### config.mk
export PLATFORM = sky130hd
export DESIGN_NAME = fetch_unit
export DESIGN_NICKNAME = d
export VERILOG_FILES = /design/src/rtl/fetch_pkg.sv /design/src/rtl/fetch_skid_buf.sv /design/src/rtl/fetch_unit.sv
export SDC_FILE = /design/constraint.sdc
export NUM_CORES = 1
export LEC_CHECK = 0
export BUFFER_PORTS_ARGS = -buffer_cell sky130_fd_sc_hd__buf_2
export CAP_MARGIN = 30
export CORE_UTILIZATION = 25
export CTS_CLUSTER_SIZE = 20
export DETAILED_ROUTE_END_ITERATION = 8
export HOLD_SLACK_MARGIN = 0.02
export SYNTH_ARGS = -nofsm -noshare
export SYNTH_HDL_FRONTEND = slang
export SYNTH_SLANG_ARGS = --single-unit
### constraint.sdc
create_clock -name clk -period 12.9 [get_ports clk]
set_clock_uncertainty 0.2 [all_clocks]
set_input_delay 2.58 -clock clk [delete_from_list [all_inputs] [get_ports clk]]
set_output_delay 2.58 -clock clk [all_outputs]
set_load 0.02 [all_outputs]
### src/rtl/fetch_pkg.sv
// Shared types and defaults for the instruction fetch stage.
package fetch_pkg;

   localparam int FETCH_DATA_W   = 32;
   localparam int FETCH_MEM_LEN  = 32;
   localparam int FETCH_RESET_PC = 0;

   // Address width for a given ROM depth; a one-word ROM still needs one address bit.
   function automatic int fetch_addr_w(input int depth);
      return (depth > 1) ? $clog2(depth) : 1;
   endfunction

   localparam int FETCH_ADDR_W = fetch_addr_w(FETCH_MEM_LEN);

   typedef struct packed {
      logic [FETCH_DATA_W-1:0] instr;
      logic [FETCH_ADDR_W-1:0] pc;
   } fetch_pkt_t;

endpackage

### src/rtl/fetch_skid_buf.sv
// One-entry holding register for a fetched {instr, pc} that decode could not take.
module fetch_skid_buf
   import fetch_pkg::*;
#(
   parameter type pkt_t = fetch_pkt_t
) (
   input  logic clk,
   input  logic rst_n,
   input  logic i_load,
   input  logic i_clear,
   input  logic i_pop,
   input  pkt_t i_pkt,
   output logic o_valid,
   output pkt_t o_pkt
);

   logic r_valid;
   pkt_t r_pkt;

   // Clear (redirect) dominates load; pop only empties an occupied entry.
   always_ff @(posedge clk or negedge rst_n) begin
      if (!rst_n) begin
         r_valid <= 1'b0;
      end else if (i_clear) begin
         r_valid <= 1'b0;
      end else if (i_load) begin
         r_valid <= 1'b1;
      end else if (i_pop) begin
         r_valid <= 1'b0;
      end
   end

   always_ff @(posedge clk) begin
      if (i_load && !i_clear) begin
         r_pkt <= i_pkt;
      end
   end

   assign o_valid = r_valid;
   assign o_pkt   = r_pkt;

endmodule

### src/rtl/fetch_unit.sv
// Instruction fetch: owns the PC, hides the ROM's 1-cycle read latency and
// hands {instr, pc} to decode over valid/ready with a skid buffer and redirect.
module fetch_unit
   import fetch_pkg::*;
#(
   parameter int DATA_LENGTH = FETCH_DATA_W,
   parameter int MEM_LENGTH  = FETCH_MEM_LEN,
   parameter int RESET_PC    = FETCH_RESET_PC,
   localparam int ADDR_W     = fetch_addr_w(MEM_LENGTH)
) (
   input  logic                   clk,
   input  logic                   rst_n,
   input  logic                   fetch_en,
   output logic [ADDR_W-1:0]      rom_address,
   input  logic [DATA_LENGTH-1:0] rom_data,
   input  logic                   branch_valid,
   input  logic [ADDR_W-1:0]      branch_target,
   output logic                   instr_valid,
   input  logic                   instr_ready,
   output logic [DATA_LENGTH-1:0] instr_data,
   output logic [ADDR_W-1:0]      instr_pc
);

   typedef struct packed {
      logic [DATA_LENGTH-1:0] instr;
      logic [ADDR_W-1:0]      pc;
   } pkt_t;

   logic [ADDR_W-1:0] r_req_pc;
   logic              r_resp_valid;
   logic [ADDR_W-1:0] r_resp_pc;

   logic              w_skid_valid;
   pkt_t              w_skid_pkt;
   pkt_t              w_resp_pkt;
   logic              w_pop;
   logic [1:0]        w_pending;
   logic              w_issue;
   logic              w_skid_load;
   logic [ADDR_W-1:0] w_next_pc;

   assign w_pop     = instr_valid & instr_ready;
   assign w_pending = {1'b0, w_skid_valid} + {1'b0, r_resp_valid};
   // Only issue when everything outstanding leaves this cycle, so the skid can never overflow.
   assign w_issue   = fetch_en & ~branch_valid & ((w_pending - {1'b0, w_pop}) == 2'd0);

   // Explicit wrap so non-power-of-2 depths stay in range.
   assign w_next_pc = (r_req_pc == ADDR_W'(MEM_LENGTH - 1)) ? '0 : r_req_pc + 1'b1;

   always_ff @(posedge clk or negedge rst_n) begin
      if (!rst_n) begin
         r_req_pc     <= ADDR_W'(RESET_PC);
         r_resp_valid <= 1'b0;
      end else begin
         r_resp_valid <= w_issue;
         if (branch_valid) begin
            r_req_pc <= branch_target;
         end else if (w_issue) begin
            r_req_pc <= w_next_pc;
         end
      end
   end

   always_ff @(posedge clk) begin
      if (w_issue) begin
         r_resp_pc <= r_req_pc;
      end
   end

   assign w_resp_pkt  = '{instr: rom_data, pc: r_resp_pc};
   assign w_skid_load = r_resp_valid & ~w_skid_valid & ~w_pop & ~branch_valid;

   fetch_skid_buf #(
      .pkt_t (pkt_t)
   ) u_skid (
      .clk     (clk),
      .rst_n   (rst_n),
      .i_load  (w_skid_load),
      .i_clear (branch_valid),
      .i_pop   (w_pop & w_skid_valid),
      .i_pkt   (w_resp_pkt),
      .o_valid (w_skid_valid),
      .o_pkt   (w_skid_pkt)
   );

   assign rom_address = r_req_pc;
   assign instr_valid = ~branch_valid & (w_skid_valid | r_resp_valid);
   assign instr_data  = w_skid_valid ? w_skid_pkt.instr : rom_data;
   assign instr_pc    = w_skid_valid ? w_skid_pkt.pc    : r_resp_pc;

`ifndef SYNTHESIS
   always @(posedge clk) begin
      if (rst_n) begin
         assert (!(w_skid_valid && r_resp_valid && !w_pop))
            else $error("fetch_unit: skid and response both held without a pop");
      end
   end
`endif

endmodule

=== Yosys cells after proc, flatten, opt, wreduce, memory -nomap -nowiden ===
Index checks and enable logic that the tools add are counted.

* Flip-flop bits (word level): 49
* Input bits: 42
* Word-level logic and storage cells: 35

* Add/sub/neg operators: 3
* Eq/ne operators: 1
* Mux-type cells: 8
* Bitwise logic cells: 12
* Reduce and logical (&&, ||, !) cells: 5

{| class="wikitable"
|+ Operators by type and width
! operator !! count
|-
| $mux W32 || 1
|-
| $mux W5 || 4
|-
| $and A1 B1 Y1 || 8
|-
| $add A5 B1 Y5 const B || 1
|-
| $eq A5 B5 Y1 const B || 1
|-
| $mux W1 || 3
|-
| $not A1 Y1 || 3
|-
| $reduce_bool A3 Y1 || 1
|-
| $add A1 B1 Y2 || 1
|-
| $logic_not A2 Y1 || 1
|-
| $reduce_bool A2 Y1 || 1
|-
| $sub A2 B1 Y2 || 1
|-
| $logic_and A1 B1 Y1 || 1
|-
| $logic_not A1 Y1 || 1
|-
| $or A1 B1 Y1 || 1
|}

=== Depth between registers and ports, before layout ===
Gate-level depths: netlist (run 1).

* Word-level depth: 8
* Mapped depth: 11
* Depth with buffers taken out: 9

=== Hierarchy ===
Synthesis (run 1) repeated with hierarchy kept, for this count alone.

* Cells, all modules: 137
* Area, all modules: 2237.1 µm²

{| class="wikitable"
|+ By module, submodules not included
! module !! times used !! cells an instance !! area an instance (µm²) !! seq. area each (µm²)
|-
| fetch_skid_buf || 1 || 42 || 1158.6 || 1136.1
|-
| fetch_unit || 1 || 95 || 1078.5 || 300.3
|}

=== Worst setup path before layout (run 1) ===
OpenSTA, ideal clock, no wires.

* Path type: in2reg
* Start: input branch_valid
* End: register u_skid.r_pkt, in the netlist u_skid.o_pkt[0] (enable)
* Setup time: 0.542 ns
* Arrival time: 6.750 ns
* Required time: 12.158 ns
* Slack: 5.407 ns
* Stages on the path: 2
* Path buffers: 1
* Cells stage by stage: clkbuf_1 > nor4b_1

* Cells in the longest elaborated chain, start to end: 7

{| class="wikitable"
|+ Ends and longest elaborated chain
! what !! line !! text
|-
| start, declared || fetch_unit.sv:16 || <nowiki>input logic branch_valid,</nowiki>
|-
| $not A1 Y1 || fetch_unit.sv:71, fetch_unit.sv:87 ||
|-
| $and A1 B1 Y1 || fetch_unit.sv:87 || <nowiki>assign instr_valid = ~branch_valid & (w_skid_valid | r_resp_valid);</nowiki>
|-
| $and A1 B1 Y1 || fetch_unit.sv:42 || <nowiki>assign w_pop = instr_valid & instr_ready;</nowiki>
|-
| $not A1 Y1 || fetch_unit.sv:71 || <nowiki>assign w_skid_load = r_resp_valid & ~w_skid_valid & ~w_pop & ~branch_valid;</nowiki>
|-
| $and A1 B1 Y1 (2 in a row) || fetch_unit.sv:71 ||
|-
| $logic_and A1 B1 Y1 (*) || fetch_skid_buf.sv:34 || <nowiki>if (i_load && !i_clear) begin</nowiki>
|-
| end signal, assigned || fetch_skid_buf.sv:35 || <nowiki>r_pkt <= i_pkt;</nowiki>
|-
| end, declared || fetch_skid_buf.sv:18 || <nowiki>pkt_t r_pkt;</nowiki>
|}

Every way passes the cells marked *; elsewhere a longest branch is shown, timed or not.
A chain may end at the register's enable or synchronous reset.

=== Final worst setup path (run 1) ===
* Start: input rom_data[9]
* End: output instr_data[9]

* Cells in the longest elaborated chain, start to end: 1

{| class="wikitable"
|+ Ends and longest elaborated chain
! what !! line !! text
|-
| start, declared || fetch_unit.sv:15 || <nowiki>input logic [DATA_LENGTH-1:0] rom_data,</nowiki>
|-
| $mux W32 || fetch_unit.sv:88 || <nowiki>assign instr_data = w_skid_valid ? w_skid_pkt.instr : rom_data;</nowiki>
|-
| end, declared || fetch_unit.sv:20 || <nowiki>output logic [DATA_LENGTH-1:0] instr_data,</nowiki>
|}

Every way passes these cells.

==> results of run 1 <==
-- kinds of logic (layout without fill, tap and decap cells) --
| logic type | Yosys count | after routing | share of synthesized area [%] |
|---|---|---|---|
| and+or+nand+nor | 19 | 19 | 4.836 |
| AOI/OAI and AO/OA | 12 | 12 | 4.145 |
| xor gates and xnor gates | 2 | 2 | 0.8061 |
| DFF | 49 | 49 | 66.09 |
| muxes | 37 | 37 | 19.17 |
| buffers and inverters | 11 | 99 | 2.072 |
| adders and majority gates | 5 | 5 | 2.879 |
-- registers in the layout, indices dropped and copies added (netlist names) --
register / cells
rom_address: 5
u_skid.o_pkt: 37
u_skid.o_valid: 1
r_resp_pc: 5
r_resp_valid: 1
-- worst max-delay path, cell delays in order --
cell and delay, ns:
buf_2 0.10, mux2_2 0.26, buf_2 0.16
-- cells in the mapped netlist --
cell / number / area (µm²)
nor4b_1: 1 / 8.760
nor3b_1: 2 / 15.01
ha_1: 5 / 62.56
nand3_1: 2 / 10.01
o311ai_0: 2 / 17.52
inv_1: 5 / 18.77
a41oi_1: 1 / 8.760
edfxtp_1: 42 / 1261
and2_1: 1 / 6.260
a31oi_1: 3 / 18.77
a21o_1: 1 / 7.510
dfrtp_1: 7 / 175.2
nand2_1: 2 / 7.510
or4_1: 1 / 7.510
o21ai_0: 1 / 5.000
a2bb2oi_1: 2 / 17.52
buf_2: 3 / 15.01
and3_1: 2 / 12.51
o31ai_1: 2 / 15.01
clkbuf_1: 2 / 7.510
xor2_1: 1 / 8.760
or3b_4: 1 / 11.26
xnor2_1: 1 / 8.760
mux2_2: 37 / 416.7
buf_1: 1 / 3.750
nor2_1: 7 / 26.28
-- layer usage --
metal	vias to the layer above	track usage, %
li1	693	-
met1	675	11.99
met2	49	16.37
met3	4	2.472
met4	0	3.788
met5	-	0
-- metrics by stage --
step / std cells / utilization, % / hold WS (ns) / power (mW)
detailed placement: 320 / 32.79 / 0.2343 / 0.2555
global route: 328 / 34.09 / 0.2725 / 0.3773
floorplan: 135 / - / 0.2222 / 0.2309
global placement: 320 / 32.79 / 0.2366 / 0.2546
finish: 328 / 34.09 / 0.2561 / 0.3569
CTS: 328 / 34.09 / 0.2574 / 0.3658
-- power breakdown --
group	internal, mW	total [mW]	leakage (nW)	switching (mW)
registers	0.180	0.188	0.464	0.00794
clock network	0.0576	0.106	0.0552	0.0485
logic	0.0283	0.0629	0.627	0.0346
total	0.266	0.357	1.15	0.0911
-- path summary, 6_finish.rpt --
check	start	endpoint
min in group asynchronous	rst_n	rom_address[0]$_DFFE_PN0P_
max in group asynchronous	rst_n	u_skid.o_valid$_DFFE_PN0P_
min	r_resp_pc[4]$_DFFE_PP_	u_skid.o_pkt[4]$_DFFE_PP_
max	rom_data[9]	instr_data[9]
min reg2reg	r_resp_pc[4]$_DFFE_PP_	u_skid.o_pkt[4]$_DFFE_PP_
max reg2reg	u_skid.o_valid$_DFFE_PN0P_	r_resp_pc[4]$_DFFE_PP_
-- cell type report --
type | count | area (µm²)
Timing Repair Buffer | 86 | 435.4
Inverter | 5 | 18.77
Clock buffer | 6 | 72.57
Multi-Input combinational cell | 75 | 698.2
Clock inverter | 2 | 35.03
Fill cell | 848 | 5470
Tap cell | 105 | 131.4
Sequential cell | 49 | 1438
==> results summary, run 1 <==
The run finished with clean final reports. The mean area per synthesized cell is 16.10 µm². The length of routed met2 wiring is 1988 µm. The placed wire-length estimate after detailed placement came out at approximately 3000 µm.

Setup repair after global routing left no endpoint under its margin. The worst-case IR drop observed on VDD is between 40 and 50 µV. Subtracting the final worst setup slack from the clock period gives 5.879 ns. Input and output buffers added on the ports amount to 84. Using the TritonRoute via totals, the vias-per-cell ratio works out to 4.332. The number of storage elements in the synthesis netlist is 49. The clock latency on the worst-skew pair is 0.29 ns.

The summed area of non-filler cells in the final layout is 2829 µm². The number of warnings printed during yosys synthesis came out at 0. STA classifies the critical path endpoint as an output port.

The number of optimization iterations in the first detailed-route pass is 4. The global-route wire length before repair came out at 6693 µm. In this run the top signal layer used is met4. The most common library cell in the layout ignoring fill and taps is buf_2. The clock passes through at most 2 buffers.

The total negative setup slack came out at 0 ns. Headroom to the max-slew limit came out at 37.35%. The number of violations reported at the end of detailed-routing iteration 0 came out at between 40 and 50.

The number of clock buffers inserted by TritonCTS came out at 5. The highest net fanout along the worst path came out at 2. The hold path depth is 0. TritonCTS built the clock tree.

The net count reported at finish came out at around 270. The width of the die is about 95 µm. The final worst-path setup slack came out at 7.021 ns. The worst-case reg-to-reg path depth is 8.

The cell at the root of the clock tree is clkbuf_8. The number of ports placed on the die boundary came out at 85. For the pin with the worst max-slew slack, the measured transition is around 0.94 ns. The maximum clock rate is 0.1701 GHz. The overall global routing resource usage came out at about a tenth.

The number of nets still failing antenna checks after routing came out at 0. The post-synth net total came out at roughly 180. Entering global routing, the biggest net connects between 40 and 50 pins. At the end of routability-driven placement, the weighted congestion stood at around 0.82. The area of the core region is about 8300 µm². The worst min-delay path category is reg -> reg. The worst reg-to-reg setup slack came out at 9.50 ns. The worst setup path category is in -> out. The worst path required time came out at 10.12 ns. The wire length on met1 is just under 2000 µm. The post-CTS setup buffer count came out at 0. From bottom edge to top edge, the die measures approximately 95 µm. The max capacitance violation total is 0. The number of cells upsized or downsized after cts came out at 0. The synthesis-to-finish area growth came out at 30.17%.

The power density over the cells came out at around 130 nW/µm². The initial standard-cell utilization of the core came out at 26.19%. The remaining routing DRC violations is 0.

The area enclosed by the die boundary is ~9100 µm². The area of the mapped netlist is 2173 µm². The library cells used most frequently in the layout, excluding fill and tap cells, are 84 x buf_2, 42 x edfxtp_1, 37 x mux2_2, 7 x nor2_1, 6 x dfrtp_1. The count of mapped cells out of synthesis is between 100 and 150.

The placed instance area is 2721 µm². The distinct cell type count after synthesis is 26. The total detailed-routing wirelength came out at about 4300 µm. The hold buffer count at CTS came out at 0. Row generation in the floorplan step produced 33 rows. The proportion of synthesized chip area in sequential cells is roughly two thirds. The routed layout has between 1000 and 1500 vias. Summed over all nets, wire length on met3 after detailed routing comes to roughly 250 µm. The number of setup violations in the final report came out at 0. The number of hold violations in the final report is 0. The leakage power total is approximately 1.1 nW. The launching element type of the critical path is an input port. The initial antenna violation count is 0.

The remaining global-route overflow is 0. The count of final max-slew check failures came to 0. The wire length per cell is 12.98 µm. The number of global-route vias before repair came out at 1375. The number of antenna diodes is 0. Counting every sink on the clock net gives between 40 and 50. The setup slack at placement came out at ~7.0 ns. The share of cells above drive strength 1 came out at 59.64%. The maximum level of the CTS H-tree is 2. The clock edge transition at the registers on the reported setup and hold paths came out at approximately 0.09 ns.

The arrival time of data at the critical path endpoint came out at slightly above 3 ns. In the finished design, the share of the clock period the worst path needs comes to a little under half.
Power figures use the tool's default switching activity.
==> run 2, diff against run 1 <==
==> constraint.sdc (replaced) <==
create_clock -name clk -period 4.9 [get_ports clk]
set_clock_uncertainty 0.2 [all_clocks]
set_input_delay 0.98 -clock clk [delete_from_list [all_inputs] [get_ports clk]]
set_output_delay 0.98 -clock clk [all_outputs]
set_load 0.02 [all_outputs]
==> run 2 against run 1 <==
Hold slack better by 0.0022 ns; utilization is 0.11 points lower; clock power is 120% higher; global-route usage is 0.20 points lower; sequential cell count stayed put; clock-buffer cell count is 1 lower; critical endpoint is now r_resp_pc[1]$_DFFE_PP_; largest power group unchanged.
==> results summary, run 2 (synthesized netlist as in run 1, its figures left out) <==
The hold path depth is 0 (unchanged). The initial antenna violation count came to 0 (unchanged). The placed instance area came out at 2734 µm² (+0.46%). The tightest hold margin was 0.2582 ns (+0.002152 ns).

The number of clock buffers inserted by TritonCTS was 5 (unchanged). The number of hold violations in the final report is 0 (unchanged). The summed area of non-filler cells in the final layout came out at 2820 µm² (-0.31%). The worst reg-to-reg setup slack is 1.58 ns (-7.92 ns). The number of flip-flops in the largest register was 37 (unchanged).

The synthesis-to-finish area growth came out at 29.76%. The portion of total power attributed to the clock network came to 25.9% (-3.8 points). The largest net degree at the start of global routing is 43 (unchanged). The leakage power total is 1.137 nW (-0.75%). The placed wire-length estimate after detailed placement is 3079 µm (+2.5%).

The number of nets still failing antenna checks after routing is 0 (unchanged). The switching power total was 0.2468 mW (+170%). The remaining global-route overflow is 0 (unchanged). The endpoint of the most critical register-to-register path is r_resp_pc[1]$_DFFE_PP_.

In this run the clock root is driven by a clkbuf_8. The width of the die came out at 95.24 µm (unchanged). The via count normalized by instance count came out at 4.308 (-0.56%). The final estimated routing congestion in global placement came out at 0.7855 (-4.0%). The clock edge transition at the registers on the reported setup and hold paths came out at 0.09 ns (about the same). The number of setup violations in the final report is 0 (unchanged).

The internal power contribution came to 0.6476 mW (+140%). The net count reported at finish is 269 (unchanged). The clock period minus final worst setup slack came out at about 3.3 ns. The switching power share of the total is 27.60% (+2.1 points). The multi-input combinational cell area is 706.9 µm² (+1.3%). The number of buffers inserted by port buffering is 84 (unchanged).

The maximum number of buffers from clock root to sink was 2 (unchanged). The core utilization of the finished layout is 33.98% (-0.11 points). The worst setup path is captured at a flop. The sequential fraction of design power came out at 55.4% (+2.8 points).

The worst-case reg-to-reg path depth came out at 8 (unchanged). The number of vias in the routed layout was 1413 (-0.56%). The power after layout is 0.8944 mW (+150%).

The path with the worst hold slack has its endpoint at u_skid.o_pkt[0]$_DFFE_PP_. The post-CTS setup buffer count came out at 0 (unchanged). The cell row count came out at 33 (unchanged).

The number of sinks handled by clock tree synthesis was 49 (unchanged). The wire length per cell is 12.91 µm (-0.61%). The worst vdd rail ir drop is 116.9 µV (+140%). The area enclosed by the die boundary came out at 9071 µm² (unchanged).

The area of the core region came to 8299 µm² (unchanged). The worst setup path is of the reg -> reg kind. The worst path required time is 4.64 ns (-5.48 ns). The maximum clock rate is roughly 0.3 GHz. The layout filler cell count was 831 (-2.0%). The path class of the tightest hold or removal check is reg -> reg.

The transition time at the pin with the least slew margin is 0.9282 ns (-0.01167 ns). TritonCTS built the clock tree. The global-route wire length before repair came out at 6486 µm (-3.1%). The number of optimization iterations in the first detailed-route pass came out at 4 (unchanged). The share of cells above drive strength 1 is 60.09% (+0.45 points).

The share of power burned in combinational logic came to 18.7% (+1.1 points). The worst relative slew slack came to 38.12% (+0.78 points). Leaving out fill and tap cells, the most frequent cell in the layout is buf_2. The number of global-route vias before repair was 1253 (-8.9%).

The area used by sequential logic in the layout came to 1438 µm² (unchanged). Setup repair after global routing left no endpoint under its margin. The total negative setup slack is 0 ns (unchanged). The number of violations reported at the end of detailed-routing iteration 0 was 40 (-2.4%). The power density over the cells came to 317.1 nW/µm² (+150%). The initial standard-cell utilization of the core was 26.19% (unchanged). The worst register-to-register path begins at u_skid.o_valid$_DFFE_PN0P_. In the layout the commonest cells are 84 x buf_2, 42 x edfxtp_1, 37 x mux2_2, 7 x nor2_1, 6 x dfrtp_1. The hold buffer count at CTS was 0 (unchanged).

The overall global routing resource usage came out at 9.571% (-0.20 points). The flow ran to the end, and the final reports show no timing, DRC or antenna violations. The total detailed-routing wirelength was 4233 µm (-0.61%).

STA classifies the critical path startpoint as a flop. The arrival time of data at the critical path endpoint is 3.06 ns (-0.04 ns). The count of final max-slew check failures is 0 (unchanged). The number of ports placed on the die boundary is 85 (unchanged).

The worst hold path begins at r_resp_pc[0]$_DFFE_PP_. The max capacitance violation total was 0 (unchanged). The number of antenna diodes came to 0 (unchanged). The remaining routing DRC violations came out at 0 (unchanged). The final worst-path cycle share came out at roughly two thirds. The clock latency on the worst-skew pair came out at 0.30 ns (about the same). The maximum level of the CTS H-tree came out at 2 (unchanged). The number of cells upsized or downsized after cts came out at 0 (unchanged). The height of the chip came out at 95.24 µm (unchanged). The highest net fanout along the worst path came out at 42 (+40).
run 2: per-stage QoR:
stage,worst slack [ns],instances
2_1_floorplan,0.8900,135
3_3_place_gp,1.415,319
3_5_place_dp,1.377,320
4_1_cts,1.513,328
5_1_grt,1.288,328
6_report,1.583,328
run 2: layout make-up:
| class | count | share of cell area (%) |
|---|---|---|
| flip-flops and latches | 49 | 50.98 |
| multi-input cells | 75 | 25.07 |
| repair buffers | 86 | 15.57 |
| well taps | 105 | 4.658 |
| clock buffers | 5 | 2.440 |
| inverters | 5 | 0.6655 |
| clock inverters | 3 | 0.6211 |
run 2: worst max-delay path by stage:
stage                               startpoint                          to  slack, ns  cells past startpoint
global placement                  branch_valid      r_resp_pc[3]$_DFFE_PP_       1.41                      8
finish              u_skid.o_valid$_DFFE_PN0P_      r_resp_pc[1]$_DFFE_PP_       1.58                      8
floorplan                         branch_valid   u_skid.o_pkt[0]$_DFFE_PP_       0.89                      2
global route        u_skid.o_valid$_DFFE_PN0P_  rom_address[1]$_DFFE_PN0P_       1.29                      9
CTS                 u_skid.o_valid$_DFFE_PN0P_      r_resp_pc[1]$_DFFE_PP_       1.51                      8
detailed placement                branch_valid      r_resp_pc[3]$_DFFE_PP_       1.38                      8
run 2: power by group through the flow:
stage	registers, mW	clock network, mW	logic (mW)
3_5_place_dp	0.505	0	0.169
6_report	0.495	0.232	0.167
3_3_place_gp	0.504	0	0.168
2_1_floorplan	0.499	0	0.108
5_1_grt	0.499	0.266	0.182
4_1_cts	0.496	0.246	0.170
run 2: worst max-delay path, stage by stage, from the launching register on:
cell and delay, ns:
dfrtp_2 0.99, nor2_1 0.11, nor2_1 0.14, and2_1 0.16, ha_1 0.23, inv_1 0.05, ha_1 0.23, or3b_4 0.41
nor2_1 0.45
run 2: metal layers:
| metal | wire (µm) | share of wire, % | vias up | GRT usage, % |
|---|---|---|---|---|
| met5 | 0 | 0 | - | 0 |
| met1 | 2038 | 48 | 645 | 13.11 |
| li1 | - | - | 701 | - |
| met3 | 212 | 5.0 | 5 | 1.914 |
| met2 | 1913 | 45 | 62 | 14.58 |
| met4 | 69 | 1.6 | 0 | 4.167 |
